**src/rtl/nibble_serial_adder_ctrl.sv**
```systemverilog
`default_nettype none
// ============================================================================
// Module      : nibble_serial_adder_ctrl
// Description : WIDTH-bit adder that reuses one 4-bit ripple slice over the
//               operand nibbles, LSB first, behind a start/busy/done handshake.
// Revision    : 1.0 - initial release
// ============================================================================
module nibble_serial_adder_ctrl #(
    parameter int WIDTH = 16
) (
    input  logic             clk,
    input  logic             rst,
    input  logic             start,
    input  logic [WIDTH-1:0] a,
    input  logic [WIDTH-1:0] b,
    input  logic             cin,
    output logic             busy,
    output logic             done,
    output logic [WIDTH-1:0] sum,
    output logic             cout
);

    localparam int NIBBLES = WIDTH / 4;
    localparam int IDXW    = (NIBBLES > 1) ? $clog2(NIBBLES) : 1;

    localparam logic [1:0] S_IDLE = 2'd0;
    localparam logic [1:0] S_RUN  = 2'd1;
    localparam logic [1:0] S_DONE = 2'd2;

    generate
        if (((WIDTH % 4) != 0) || (WIDTH < 4)) begin : g_width_bad
            $error("nibble_serial_adder_ctrl: WIDTH must be a multiple of 4 and >= 4");
        end
    endgenerate

    logic [1:0]       state_q,   state_d;
    logic [WIDTH-1:0] a_q,       a_d;
    logic [WIDTH-1:0] b_q,       b_d;
    logic [WIDTH-1:0] partial_q, partial_d;
    logic [WIDTH-1:0] sum_q,     sum_d;
    logic             carry_q,   carry_d;
    logic             cout_q,    cout_d;
    logic [IDXW-1:0]  idx_q,     idx_d;

    logic [3:0]       w_a_nib;
    logic [3:0]       w_b_nib;
    logic [3:0]       w_s;
    logic [4:0]       w_chain;

    // Shared 4-bit slice: operand nibble select followed by a full-adder ripple.
    always_comb begin
        w_a_nib = '0;
        w_b_nib = '0;
        for (int i = 0; i < NIBBLES; i++) begin
            if (idx_q == IDXW'(i)) begin
                w_a_nib = a_q[i*4 +: 4];
                w_b_nib = b_q[i*4 +: 4];
            end
        end
        w_s        = '0;
        w_chain    = '0;
        w_chain[0] = carry_q;
        for (int i = 0; i < 4; i++) begin
            w_s[i]       = w_a_nib[i] ^ w_b_nib[i] ^ w_chain[i];
            w_chain[i+1] = (w_a_nib[i] & w_b_nib[i]) |
                           (w_chain[i] & (w_a_nib[i] ^ w_b_nib[i]));
        end
    end

    always_ff @(posedge clk or posedge rst) begin
        if (rst) begin
            state_q   <= S_IDLE;
            a_q       <= '0;
            b_q       <= '0;
            partial_q <= '0;
            sum_q     <= '0;
            carry_q   <= 1'b0;
            cout_q    <= 1'b0;
            idx_q     <= '0;
        end else begin
            state_q   <= state_d;
            a_q       <= a_d;
            b_q       <= b_d;
            partial_q <= partial_d;
            sum_q     <= sum_d;
            carry_q   <= carry_d;
            cout_q    <= cout_d;
            idx_q     <= idx_d;
        end
    end

    always_comb begin
        state_d   = state_q;
        a_d       = a_q;
        b_d       = b_q;
        partial_d = partial_q;
        sum_d     = sum_q;
        carry_d   = carry_q;
        cout_d    = cout_q;
        idx_d     = idx_q;
        case (state_q)
            S_IDLE, S_DONE: begin
                // DONE accepts a new request directly for back-to-back operation.
                if (start) begin
                    a_d       = a;
                    b_d       = b;
                    carry_d   = cin;
                    idx_d     = '0;
                    partial_d = '0;
                    state_d   = S_RUN;
                end else begin
                    state_d   = S_IDLE;
                end
            end
            S_RUN: begin
                for (int i = 0; i < NIBBLES; i++) begin
                    if (idx_q == IDXW'(i)) begin
                        partial_d[i*4 +: 4] = w_s;
                    end
                end
                carry_d = w_chain[4];
                if (idx_q == IDXW'(NIBBLES - 1)) begin
                    sum_d   = partial_d;
                    cout_d  = w_chain[4];
                    state_d = S_DONE;
                end else begin
                    idx_d   = idx_q + IDXW'(1);
                end
            end
            default: begin
                state_d = S_IDLE;
            end
        endcase
    end

    always_comb begin
        busy = (state_q == S_RUN);
        done = (state_q == S_DONE);
    end

    assign sum  = sum_q;
    assign cout = cout_q;

endmodule
`default_nettype wire

```
**config.mk**
```make
export PLATFORM = sky130hd
export DESIGN_NAME = nibble_serial_adder_ctrl
export DESIGN_NICKNAME = d
export VERILOG_FILES = /design/src/rtl/nibble_serial_adder_ctrl.sv
export SDC_FILE = /design/constraint.sdc
export NUM_CORES = 1
export LEC_CHECK = 0
export ABC_AREA = 1
export CORE_MARGIN = 5
export CORE_UTILIZATION = 40
export CTS_CLUSTER_SIZE = 25
export DETAILED_ROUTE_END_ITERATION = 10
export PLACE_DENSITY = 0.72
export SLEW_MARGIN = 20
export SYNTH_ARGS = -nofsm -noshare
export SYNTH_HDL_FRONTEND = slang
export SYNTH_SLANG_ARGS = --single-unit
```
**constraint.sdc**
```tcl
create_clock -name clk -period 5.9 [get_ports clk]
set_input_delay 1.18 -clock clk [delete_from_list [all_inputs] [get_ports clk]]
set_output_delay 1.18 -clock clk [all_outputs]
set_load 0.02 [all_outputs]
```
# After elaboration in Yosys (flattened, before gate mapping)
# Cells that the tools add are included.
# W data, S select, Z words.
dict set report classes {
  n_reduce_logical 8
  n_mux 22
  n_addsub 1
  n_eq_ne 8
  bitwise 20
}
# operator count
set op_table {}
lappend op_table {{$mux W4} 12}
lappend op_table {{$pmux W16 S2} 1}
lappend op_table {{$mux W16} 1}
lappend op_table {{$and A1 B1 Y1} 8}
lappend op_table {{$pmux W2 S2} 2}
lappend op_table {{$xor A1 B1 Y1} 8}
lappend op_table {{$eq A2 B2 Y1 const B} 3}
lappend op_table {{$mux W2} 3}
lappend op_table {{$reduce_and A2 Y1} 3}
lappend op_table {{$eq A2 B1 Y1 const B} 2}
lappend op_table {{$logic_not A2 Y1} 2}
lappend op_table {{$ne A2 B2 Y1 const B} 2}
lappend op_table {{$or A1 B1 Y1} 4}
lappend op_table {{$reduce_and A3 Y1} 1}
lappend op_table {{$add A2 B1 Y2 const B} 1}
lappend op_table {{$mux W1} 2}
lappend op_table {{$ne A2 B1 Y1 const B} 1}
lappend op_table {{$pmux W1 S2} 1}
lappend op_table {{$reduce_bool A2 Y1} 1}
lappend op_table {{$reduce_or A2 Y1} 1}
dict set report totals {
  reg_bits 70
  output_inout_bits 19
  elab_cells 67
}

# Logic depth before layout (Yosys ltp)
dict set report depth {
  ltp_word 15
  ltp_mapped 18
  mapped_depth_nobuf 18
}

# Worst setup path before layout
# OpenSTA, ideal clock, no wires.
dict set report synth_timing {
  path_kind {flip-flop to flip-flop}
  startpoint {register idx_q[0]}
  endpoint {register partial_q[7]}
  slack_ns 2.796
  arrival_ns 2.976
  setup_ns 0.128
  path_stages_with_launch 19
  synth_period_minus_slack_ns 3.104
  cell_sequence {dfrtp_1 inv_1 ha_1 buf_2 buf_2 a21oi_1 nand2_1 nand2_1 nand2_1 fa_1 inv_1 fa_1 inv_1 fa_1 fa_1 nand2_1 o21ai_0 nand2_1 o21ai_0}
}
dict set report synth_between {
  elab_chain_cells 15
}
# item line_no
set synth_rtl {}
lappend synth_rtl {{start, declared} 43} ;# logic [IDXW-1:0] idx_q, idx_d;
lappend synth_rtl {{start signal, assigned} 88} ;# idx_q <= idx_d;
lappend synth_rtl {{$logic_not A2 Y1} 55} ;# if (idx_q == IDXW'(i)) begin
lappend synth_rtl {{$mux W4 (4 in series)} 55}
lappend synth_rtl {{$xor A1 B1 Y1} 66} ;# (w_chain[i] & (w_a_nib[i] ^ w_b_nib[i]));
lappend synth_rtl {{$and A1 B1 Y1} 66}
lappend synth_rtl {{$or A1 B1 Y1} 65} ;# w_chain[i+1] = (w_a_nib[i] & w_b_nib[i]) |
lappend synth_rtl {{$and A1 B1 Y1} 66}
lappend synth_rtl {{$or A1 B1 Y1} 65}
lappend synth_rtl {{$and A1 B1 Y1} 66}
lappend synth_rtl {{$or A1 B1 Y1} 65}
lappend synth_rtl {{$xor A1 B1 Y1} 64} ;# w_s[i] = w_a_nib[i] ^ w_b_nib[i] ^ w_chain[i];
lappend synth_rtl {{$mux W4 (*)} 117} ;# if (idx_q == IDXW'(i)) begin
lappend synth_rtl {{$pmux W16 S2 (*)} 101} ;# case (state_q)
lappend synth_rtl {{end signal, assigned} 84} ;# partial_q <= partial_d;
lappend synth_rtl {{end, declared} 39} ;# logic [WIDTH-1:0] partial_q, partial_d;
# Mark *: on every way between the ends. The rest lies on a longest branch, timed or not.
# A chain may end at the register's enable or synchronous reset.

# Final worst setup path
# Same ends and word-level chain as after synthesis.

==> reports/results.txt <==
Post-CTS Hold Fix Bufs: 0
status: finished clean
Comb power frac: 0.514
cells on worst reg2reg path: 15
commonest non-fill, non-tap cell in the layout: nand2_1
HP Start: sum[15]
sw power: 1010 uW
num ports: 55
Overall Global Routing Usage: 0.149
share of post-route cells with drive strength above 1: 0.0519
Bufs on Longest Clock Path: 2
sequential share of the synthesized area: 0.536
chip height: 97.8 um
WP buf/inv: 4
max-slew violation count: 0
Final HPWL DP: 4890 um
cell row count: 32
CTS H-Tree Depth: 3
Placement Cell Area: 0.00368 sq mm
CTS buffer count: 9
final hold violation count: 0
commonest cells after routing, fill and taps aside: 197 x nand2_1, 66 x dfrtp_1, 54 x clkdlybuf4s50_1
Post-CTS Resized: 0
PortBufs: 54
delay-heaviest family, CP: adder cells
startpoint types: flop
via count of the routed design: 2,555
worst-case clock skew: 0.00986 ns
gpl congestion: 0.826
Largest stage delay, worst path: 0.58 ns
largest net degree at the start of global routing: 67
peak supply drop: 0.000192 V
TNS Setup: 0 ns
# Post-CTS Setup Buffers: 0
Synth area leaders: dfrtp_1 54%, nand2_1 24%, o21ai_0 5.2%
fillcell total: 754
PD cells: 594 mW/mm^2
Crit Path Category: flop to flop
synth warn: 0
gr ovfl total: 0
1st-pass router iterations: 4
CP arrival: 3.81 ns
R2R Setup Slk: 2.29 ns
vias per inst: 4.69
Synth Register Bits: 66
Yosys top cell area share: 0.536
WP data required: 6.10 ns
minimum clock period: 3.61 ns
Internal Pwr Total: 1290 uW
initial DRC count: 123
reg2reg start: idx_q[0]
Max Cap Viol: 0
crit path cell chain: inv_1 > ha_1 > inv_1 > nand3_1 > a21oi_1 > fa_1 > inv_1 > fa_1 > inv_1 > fa_1 > fa_1 > nand2_1 > o21ai_0 > nand2_1 > o21ai_0
Final setup viols: 0
DRT Wirelength: 6750 um
TritonCTS clock tree: yes
switch share: 0.440
# DRC: 0
post-synthesis cell count: 387
area growth from synthesis to layout: 25.5%
Post-Syn Area: 0.00308 sq mm
# diodes: 0
RSZ-0062 raised after global routing: no
fin nets: 483
Crit. End Element: flop
LEAKAGE: 0.00197 uW
clk slew on worst S/H paths: 0.07 ns
Clock power frac: 0.155
HP Class: flop to flop
highest clock rate: 277 MHz
register area: 0.00165 sq mm
cell taking the most area after synthesis: dfrtp_1
Slowest cell on crit path: ha_1
core outline area: 0.00761 sq mm
Avg Inst Size Synth: 7.96 sq um
antenna violations before repair: 0
final setup margin: 2.29 ns
worst rel slew slack: 0.454
Post-Syn Nets: 431
final instance area: 0.00387 sq mm
first-pass GRT wire length: 11,600 um
Final Core Density: 0.508
worst-skew pair later-pin latency: 0.34 ns
crit path max fanout: 19
r2r endpoint: partial_q[7]
worst hold path depth: 2
Least-Margin Pin Slew: 0.819 ns
Clock Tree Root: clkbuf_8
Place WS: 2.29 ns
die outline width: 97.8 um
die area: 0.00956 sq mm
Detail Route Antenna Nets: 0
hold endpoint: sum[15]
clock sinks: 66
synth unique cells: 18
vias in the first global route: 2,564
Final Cycle Share: 0.612
Flop pwr share: 0.332
Multi-input gate area: 0.00121 sq mm
average routed wire per standard cell: 12.4 um
Starting Density: 0.405
-- Yosys cell counts --
| cell type | n |
|---|---|
| nand3_1 | 9 |
| nand2_2 | 1 |
| inv_2 | 2 |
| inv_4 | 1 |
| ha_1 | 4 |
| buf_6 | 2 |
| nor2_8 | 1 |
| nor2_1 | 7 |
| a21boi_0 | 1 |
| clkbuf_1 | 4 |
| fa_1 | 4 |
| a21oi_1 | 15 |
| nand2_1 | 197 |
| inv_1 | 32 |
| dfrtp_1 | 66 |
| buf_4 | 1 |
| o21ai_0 | 32 |
| buf_2 | 8 |
-- per-stage QoR --
step / hold slack [ns] / std cells / total power (uW)
3_5_place_dp: 0.459 / 530 / 1960
2_1_floorplan: 0.449 / 387 / 1580
5_1_grt: 0.486 / 545 / 2520
6_report: 0.471 / 545 / 2300
4_1_cts: 0.476 / 545 / 2320
3_3_place_gp: 0.454 / 530 / 1930
-- state kept, by name (all words and copies together) (netlist names) --
| name | count |
|---|---|
| cout | 1 |
| b_q | 16 |
| idx_q | 2 |
| carry_q | 1 |
| a_q | 16 |
| state_q | 2 |
| partial_q | 12 |
| sum | 16 |
-- worst max-delay path by stage --
| stage | from | slack, ns | cells past startpoint | to |
|---|---|---|---|---|
| after floorplan | idx_q[0] | 2.80 | 18 | partial_q[7] |
| after global placement | idx_q[0] | 2.40 | 15 | partial_q[11] |
| after detailed placement | idx_q[0] | 2.29 | 15 | partial_q[7] |
| after CTS | idx_q[0] | 2.29 | 15 | partial_q[7] |
| after global routing | idx_q[0] | 1.98 | 15 | partial_q[7] |
| final | idx_q[0] | 2.29 | 15 | partial_q[7] |
-- logic make-up (layout without fill, tap and decap cells) --
logic type,after synthesis,count (layout),synth area share
buffers and inverters,50,106,0.0711
flip-flops,66,66,0.536
AND/OR/NAND/NOR,215,215,0.272
adder cells (fa/ha/maj),8,8,0.0422
AO/OA/AOI/OAI,48,48,0.0788
-- metal layers --
layer  vias to the layer above  global-route usage  part of all wire
li1                       1286                   -                 -
met1                      1211               0.190              0.47
met2                        52               0.241              0.47
met3                         6              0.0479             0.043
met4                         0              0.0447            0.0093
met5                         -                   0                 0
-- worst reg2reg max path, stage by stage, from the launching register on --
cell,delay (ns)
dfrtp_1,0.42
inv_1,0.12
ha_1,0.58
inv_1,0.23
nand3_1,0.14
a21oi_1,0.08
fa_1,0.35
inv_1,0.07
fa_1,0.17
inv_1,0.05
fa_1,0.38
fa_1,0.51
nand2_1,0.09
o21ai_0,0.11
nand2_1,0.08
o21ai_0,0.10
-- power groups by stage --
stage          Sequential, uW  Clock, uW  Combinational, uW
2_1_floorplan             800          0                782
3_3_place_gp              763          0               1170
3_5_place_dp              768          0               1190
4_1_cts                   763        365               1200
5_1_grt                   784        381               1360
6_report                  762        356               1180
-- layout make-up --
| class | count | area share |
|---|---|---|
| flip-flops and latches | 66 | 0.427 |
| multi-input cells | 271 | 0.313 |
| repair buffers | 56 | 0.144 |
| clock buffers | 13 | 0.0463 |
| inverters | 35 | 0.0346 |
| well taps | 102 | 0.0330 |
| clock inverters | 2 | 0.00259 |
(Power assumes the default switching activity.)
